`src/rtl/ptr_sync_flag.sv`:
```
// Empty/full flag generator for one side of a dual-clock FIFO: synchronizes the
// remote Gray pointer and derives the registered flag, almost flag and fill level.
`timescale 1ns/1ps
module ptr_sync_flag #(
  parameter int DEPTH  = 8,
  parameter int MODE   = 0,
  parameter int THRESH = 1,
  localparam int PW    = $clog2(DEPTH)
) (
  input  logic          clock,
  input  logic          resetn,
  input  logic [PW-1:0] ptr_next,
  input  logic [PW-1:0] ptr_remote,
  output logic          flag,
  output logic          almost,
  output logic [PW-1:0] level
);

  localparam int HALF = DEPTH / 2;
  localparam logic [PW:0] LO_LIM = (PW+1)'(THRESH);
  localparam logic [PW:0] HI_LIM = (PW+1)'(HALF - THRESH);
  // Full means the pointers differ by exactly DEPTH/2, i.e. the top two Gray bits flipped.
  localparam int unsigned MASK_I = 3 << (PW - 2);
  localparam logic [PW-1:0] FULL_MASK = MASK_I[PW-1:0];
  localparam logic FLAG_RST   = (MODE == 0);
  localparam logic ALMOST_RST = (MODE == 0) || (THRESH >= HALF);

  logic [PW-1:0] sync1_q, sync1_d;
  logic [PW-1:0] sync2_q, sync2_d;
  logic          flag_q, flag_d;
  logic          almost_q, almost_d;
  logic [PW-1:0] level_q, level_d;
  logic [PW-1:0] lbin, rbin, occ;
  logic [PW:0]   occ_ext;

  function automatic logic [PW-1:0] gray2bin(input logic [PW-1:0] g);
    logic [PW-1:0] b;
    b[PW-1] = g[PW-1];
    for (int i = PW - 2; i >= 0; i--) b[i] = b[i+1] ^ g[i];
    return b;
  endfunction

  always_comb begin
    sync1_d  = ptr_remote;
    sync2_d  = sync1_q;
    lbin     = gray2bin(ptr_next);
    rbin     = gray2bin(sync2_q);
    occ      = '0;
    flag_d   = 1'b0;
    almost_d = 1'b0;
    if (MODE == 0) begin
      occ      = rbin - lbin;
      occ_ext  = {1'b0, occ};
      flag_d   = (ptr_next == sync2_q);
      almost_d = (occ_ext <= LO_LIM);
    end else begin
      occ      = lbin - rbin;
      occ_ext  = {1'b0, occ};
      flag_d   = (ptr_next == (sync2_q ^ FULL_MASK));
      almost_d = (occ_ext >= HI_LIM);
    end
    level_d = occ;
  end

  always_ff @(posedge clock) begin
    if (!resetn) begin
      sync1_q  <= '0;
      sync2_q  <= '0;
      flag_q   <= FLAG_RST;
      almost_q <= ALMOST_RST;
      level_q  <= '0;
    end else begin
      sync1_q  <= sync1_d;
      sync2_q  <= sync2_d;
      flag_q   <= flag_d;
      almost_q <= almost_d;
      level_q  <= level_d;
    end
  end

  assign flag   = flag_q;
  assign almost = almost_q;
  assign level  = level_q;

endmodule

```
`config.mk`:
```
export PLATFORM = sky130hd
export DESIGN_NAME = ptr_sync_flag
export DESIGN_NICKNAME = d
export VERILOG_FILES = /design/src/rtl/ptr_sync_flag.sv
export SDC_FILE = /design/constraint.sdc
export NUM_CORES = 1
export LEC_CHECK = 0
export CORE_AREA = 4 4 41 43
export DETAILED_ROUTE_END_ITERATION = 10
export DIE_AREA = 0 0 45 47
export MAX_ROUTING_LAYER = met4
export PLACE_DENSITY = 0.61
export SYNTH_ARGS = -nofsm -noshare
export SYNTH_HDL_FRONTEND = slang
export SYNTH_SLANG_ARGS = --single-unit
```
`constraint.sdc`:
```
create_clock -name clock -period 2.2 [get_ports clock]
set_clock_uncertainty 0.1 [all_clocks]
set_input_delay 0.44 -clock clock [delete_from_list [all_inputs] [get_ports clock]]
set_output_delay 0.44 -clock clock [all_outputs]
set_load 0.01 [all_outputs]
```
==> results of run 1 <==
Yosys cell counts:
cell	instances	area (sq um)
dfxtp_1	11	220
and2_1	7	43.8
xor2_1	6	52.6
nor2b_1	2	12.5
a21oi_1	1	5.00
clkbuf_1	1	3.75
fa_1	1	20.0
ha_1	1	12.5
o31ai_1	1	7.51
xnor2_1	1	8.76
xor3_1	1	23.8
logic make-up after synthesis:
family / after synthesis / share of synthesized area
DFF: 11 / 0.537
and+or+nand+nor: 9 / 0.137
xor gates and xnor gates: 8 / 0.207
AOI/OAI and AO/OA: 2 / 0.0305
adders and majority gates: 2 / 0.0793
buffers and inverters: 1 / 0.00914
worst max-delay path, cell delays in order:
cell and delay (ns):
dlygate4sd2_1 0.27, xor2_2 0.19, xor2_1 0.16, ha_1 0.20, fa_1 0.38, xor3_1 0.37
and2_1 0.16
layout make-up:
type / count / share of cell area
tap: 15 / 0.0309
clock buffer: 4 / 0.0433
multi-input combinational: 21 / 0.332
sequential: 11 / 0.363
timing repair buffer: 15 / 0.231
flip-flops by register name, indices dropped and copies added, names as in the netlist:
| register | flops |
|---|---|
| almost | 1 |
| flag | 1 |
| level | 3 |
| sync1_q | 3 |
| sync2_q | 3 |
power by group:
part | switching (mW) | total [mW] | leakage (nW) | internal, mW
logic | 0.0399 | 0.109 | 0.156 | 0.0691
clock network | 0.0633 | 0.133 | 0.0150 | 0.0701
registers | 0.00652 | 0.227 | 0.0915 | 0.221
worst paths after layout:
kind,start,to,slack (ns),cells after the start
worst max-delay path,ptr_next[2],level[2]$_SDFF_PN0_,0.08,7
worst min-delay path,sync1_q[0]$_SDFF_PN0_,sync2_q[0]$_SDFF_PN0_,0.33,1
worst max register to register,sync2_q[2]$_SDFF_PN0_,level[2]$_SDFF_PN0_,0.16,6
worst min register to register,sync1_q[0]$_SDFF_PN0_,sync2_q[0]$_SDFF_PN0_,0.33,1
routing by layer:
metal | vias up | global-route usage | part of all wire
li1 | 138 | - | -
met4 | 0 | 0.0877 | 0.0078
met5 | - | - | 0
met3 | 2 | 0.0230 | 0.056
met2 | 8 | 0.127 | 0.55
met1 | 125 | 0.0698 | 0.38
timing repair:
item | CTS | global route
cloned | 0 | 0
hold buffers | 0 | 0
gates resized for setup | 3 | 1
endpoints found under the setup margin | 2 | 2
pin swaps | 1 | 0
==> results.tsv, run 1 <==
stage	metric	value	unit
cells_and_area	fin_cells	66	
floorplanning	rows	13	
cells_and_area	n_antenna_cell	0	
timing	max_freq	471	MHz
synthesis	synth_seq_area_share	0.537	
pwr	power	0.470	mW
timing	period_minus_slack	2.12	ns
grt	antenna_found_initial	0	
placement	gp_congestion	0.651	
floorplanning	die_h	47	um
synthesis	synthCells	33	
floorplanning	dieWidth	45	um
grt	grt_start_max_net_pins	12	
clock_network	clk_pin_slew	0.07	ns
grt	grt_pass1_wl	1060	um
cells_and_area	layout_common_cells	dfxtp_1 (11), clkdlybuf4s50_1 (10), and2_1 (7)	
timing	setup_tns	0	ns
cells_and_area	seqCellArea	220	sq um
routing	wirelength	638	um
placement	place_area	568	sq um
floorplanning	initial_core_util	0.315	
worst_setup_path	end_kind	flip-flop	
cells_and_area	multi_input_area	201	sq um
timing	setup_violations	0	
clock_network	clock_latency	0.26	ns
routing	drtIter0Drc	2	
floorplanning	ios	13	
timing	tightest_slew	0.300	ns
clock_network	numCtsBuffers	3	
worst_setup_path	startpoint_type	primary input	
clock_network	tritoncts	built	
routing	drt_first_pass_iters	2	
cells_and_area	mostFrequentLayoutCell	dfxtp_1	
pwr	p_leak	0.263	nW
synthesis	syn_area	410	sq um
synthesis	syn-num-nets	43	
cells_and_area	drive_above_1_share	0.157	
timing	post-route-period-util	0.964	
grt	gr-usage-all-layers	0.0789	
pwr	vdd_drop_max	0.372	mV
clock_network	clock_sinks	11	
timing	slew_viol_final	0	
routing	drtAntennaViolNets	0	
flow_run	drv_cap	0	
synthesis	syn_avg_cell_area	12.4	sq um
routing	avgRoutedWirePerCell	9.67	um
clock_network	cts_setup_buffers	0	
grt	grt_overflow	0	
run_status	status	completed	
synthesis	ys_types	11	
clock_network	htree_num_levels	1	
timing	fin_hold_ws	0.334	ns
cells_and_area	fin_nets	62	
worst_setup_path	crit_type	primary input to flip-flop	
synthesis	yosysWarnings	0	
timing	grt_setup_unrepaired	false	
grt	grt_pass1_vias	284	
cells_and_area	nFillCells	140	
clock_network	clockBufferDepth	2	
cells_and_area	syn_to_final_growth	47.9	%
timing	hold_violations	0	
timing	setup_ws	0.0787	ns
hold_path	hold_path.class	flip-flop to flip-flop	
floorplanning	core-area	1300	sq um
synthesis	ys_ff_latch	11	
worst_setup_path	arrival	2.18	ns
timing	slew_headroom	0.799	
placement	dp_slack	-0.451	ns
worst_setup_path	critical_path.max_fanout	2	
pwr	powerDensity	774	nW/um^2
placement	placed_cells	62	
worst_setup_path	worstPathRequired	2.26	ns
placement	port_buffers	12	
floorplanning	die_area	2120	sq um
routing	drc	0	
cells_and_area	stdcell_area	607	sq um
routing	vias	273	
routing	avgViaCountPerCell	4.14	
cells_and_area	finish.utilization	0.466	
clock_network	cts-root-buf	clkbuf_4	
No activity file was read; power rests on OpenSTA's default activity.
==> inputs of run 2 (changes only) <==
SLEW_MARGIN = 20   (was not set)
TNS_END_PERCENT = 100   (was not set)
==> results of run 2 <==
Final layout, timing and power as in run 1 (identical DEF).
==> patch, RTL diff (settings of run 1) <==
The parameter `DEPTH` goes from 8 to 4.
--- a/src/rtl/ptr_sync_flag.sv
+++ b/src/rtl/ptr_sync_flag.sv
@@ -4,3 +4,3 @@
 module ptr_sync_flag #(
-  parameter int DEPTH  = 8,
+  parameter int DEPTH  = 4,
   parameter int MODE   = 0,
Ports: changed (resized level, ptr_next and ptr_remote); port bits go from 13 to 10. No check against the original RTL was run, so the function may have changed too.
==> patch against run 1 <==
Via count fell by 30%; cell area fell by 30%; sequential share of layout area is 1.6 points higher; power shrank 30%; sequential cell count shrank 3; routed wire length fell by 30%; synthesized area shrank 29%; setup slack gained 0.44 ns; register-to-register slack gained 0.72 ns.
==> patch: results (changes against run 1) <==
Worst setup path
The launching point of the worst reg2reg path is sync2_q[1]. The critical path data arrival time was 1.73 ns (-0.45 ns). The delay contributed by the slowest stage of the critical path came to 0.48 ns (+0.10 ns). The register-to-register setup slack is 0.88 ns (+0.72 ns). The library cell contributing the largest single delay on the critical path is sky130_fd_sc_hd__clkdlybuf4s50_1. In this run the critical register-to-register path is captured at almost. The number of cell instances on the worst register-to-register path was 4 (-2). Among cell families on the critical path, the largest total delay comes from buffers and inverters.

Yosys
The number of distinct library cell variants in the gate-level netlist after synthesis is 12 (+1). By count the netlist is led by sky130_fd_sc_hd__dfxtp_1, sky130_fd_sc_hd__and2_1, sky130_fd_sc_hd__xnor2_1. Yosys attributes the largest share of cell area to sky130_fd_sc_hd__dfxtp_1, sky130_fd_sc_hd__and2_1, sky130_fd_sc_hd__xnor2_1, sky130_fd_sc_hd__xnor2_2, sky130_fd_sc_hd__mux2_4. The mux contribution to synthesized area is 8.58% (+8.6 points). The xor/xnor share of the synthesized area was 14.6% (-6.1 points). The synthesized netlist net count came to 30 (-30%). The adder-cell share of the synthesized area is 4.29% (-3.6 points).

The synthesized-area fraction occupied by ao, oa, aoi and oai cells is 3.43% (+0.38 points).

Power and ir drop
The worst IR drop on VDD is 0.283 mV (-24%). The part of the total power dissipated in sequential elements is 49.1% (+0.7 points). The fraction of power consumed by the clock network came to 33.7% (+5.3 points).

The leakage component of the power is 0.172 nW (-35%). The sequential cell power is 0.000160 W (-30%). The switching power as a share of total power was 21.7% (-1.7 points).

Cells and area
The multi-input gate count is 15 (-29%). The number of sequential storage elements came to 8 (-3). The fraction of cell area in non-clock buffers was 21.3% (-1.8 points). The total area of multi-input combinational cells is 131 um^2 (-35%).

The final net count came to 44 (-29%). The clock network area share is 5.33% (+1.0 points). The number of fill cells in the layout is 139 (-0.71%). The count of plain and timing-repair buffers in the layout was 9 (-6). The sequential fraction of total cell area is 37.9% (+1.6 points).

Route
The detailed route wirelength on metal2 is 205 um (-41%). The ratio of routed vias to standard cells is 3.84 (-7.2%). The top routing layer in use is met3.

The starting DRC count in detailed routing is 2 (unchanged). The length of routed wiring on met1 is 165 um (-33%). The amount of wire on met3 after detailed routing is 75 um (+110%).

Timing
The smallest hold slack is 0.328 ns (-0.00615 ns). The headroom to the max-slew limit is 83.9% (+4.0 points).

Min path
In this run the most critical hold path is launched from sync1_q[0]. The number of instances on the worst hold path came to 1 (unchanged).

Clock network
The clock input transition at the sequential cells of the worst setup and hold paths is 0.05 ns (-0.02 ns). The post-CTS setup buffer count is 0 (unchanged).

Global route
The number of global-route vias before repair is 190 (-33%). The global-route wire length before repair came to 683 um (-36%). The global routing met3 resource utilization is 5.75% (+3.4 points). The overall fraction of global-route tracks in use is 5.41% (-2.5 points). The pin count of the biggest net entering global routing is 9 (-3). The met2 usage in global routing came to 8.19% (-4.5 points). The global-route met1 utilization is 3.68% (-3.3 points).

Outcome
The run finished with clean final reports.

Place
The setup slack at placement is 0.240 ns (+0.691 ns). The count of buffers inserted at the top-level ports was 9 (-3). The cell area reported after detailed placement came to 400 um^2 (-30%).

The total placed cells including tap cells came to 47 (-24%).
patch: changes by cell type in the layout (fill, tap and decap cells not counted), moves of 2 or more:
| cell | before | now |
|---|---|---|
| sky130_fd_sc_hd__dfxtp_1 | 11 | 8 |
| sky130_fd_sc_hd__dlygate4sd2_1 | 2 | 0 |
| sky130_fd_sc_hd__buf_4 | 3 | 0 |
| sky130_fd_sc_hd__and2_1 | 7 | 4 |
| sky130_fd_sc_hd__xnor2_1 | 0 | 2 |
| sky130_fd_sc_hd__xor2_1 | 5 | 1 |
patch: worst max path at each step:
stage               endpoint  cells after the start        start  slack (ns)
finish                almost                      5  ptr_next[1]        0.51
global route          almost                      5  ptr_next[1]        0.48
CTS                   almost                      5  ptr_next[1]        0.51
detailed placement    almost                      5  ptr_next[1]        0.24
global placement      almost                      5  ptr_next[1]        0.26
floorplan             almost                      4  ptr_next[1]        0.82
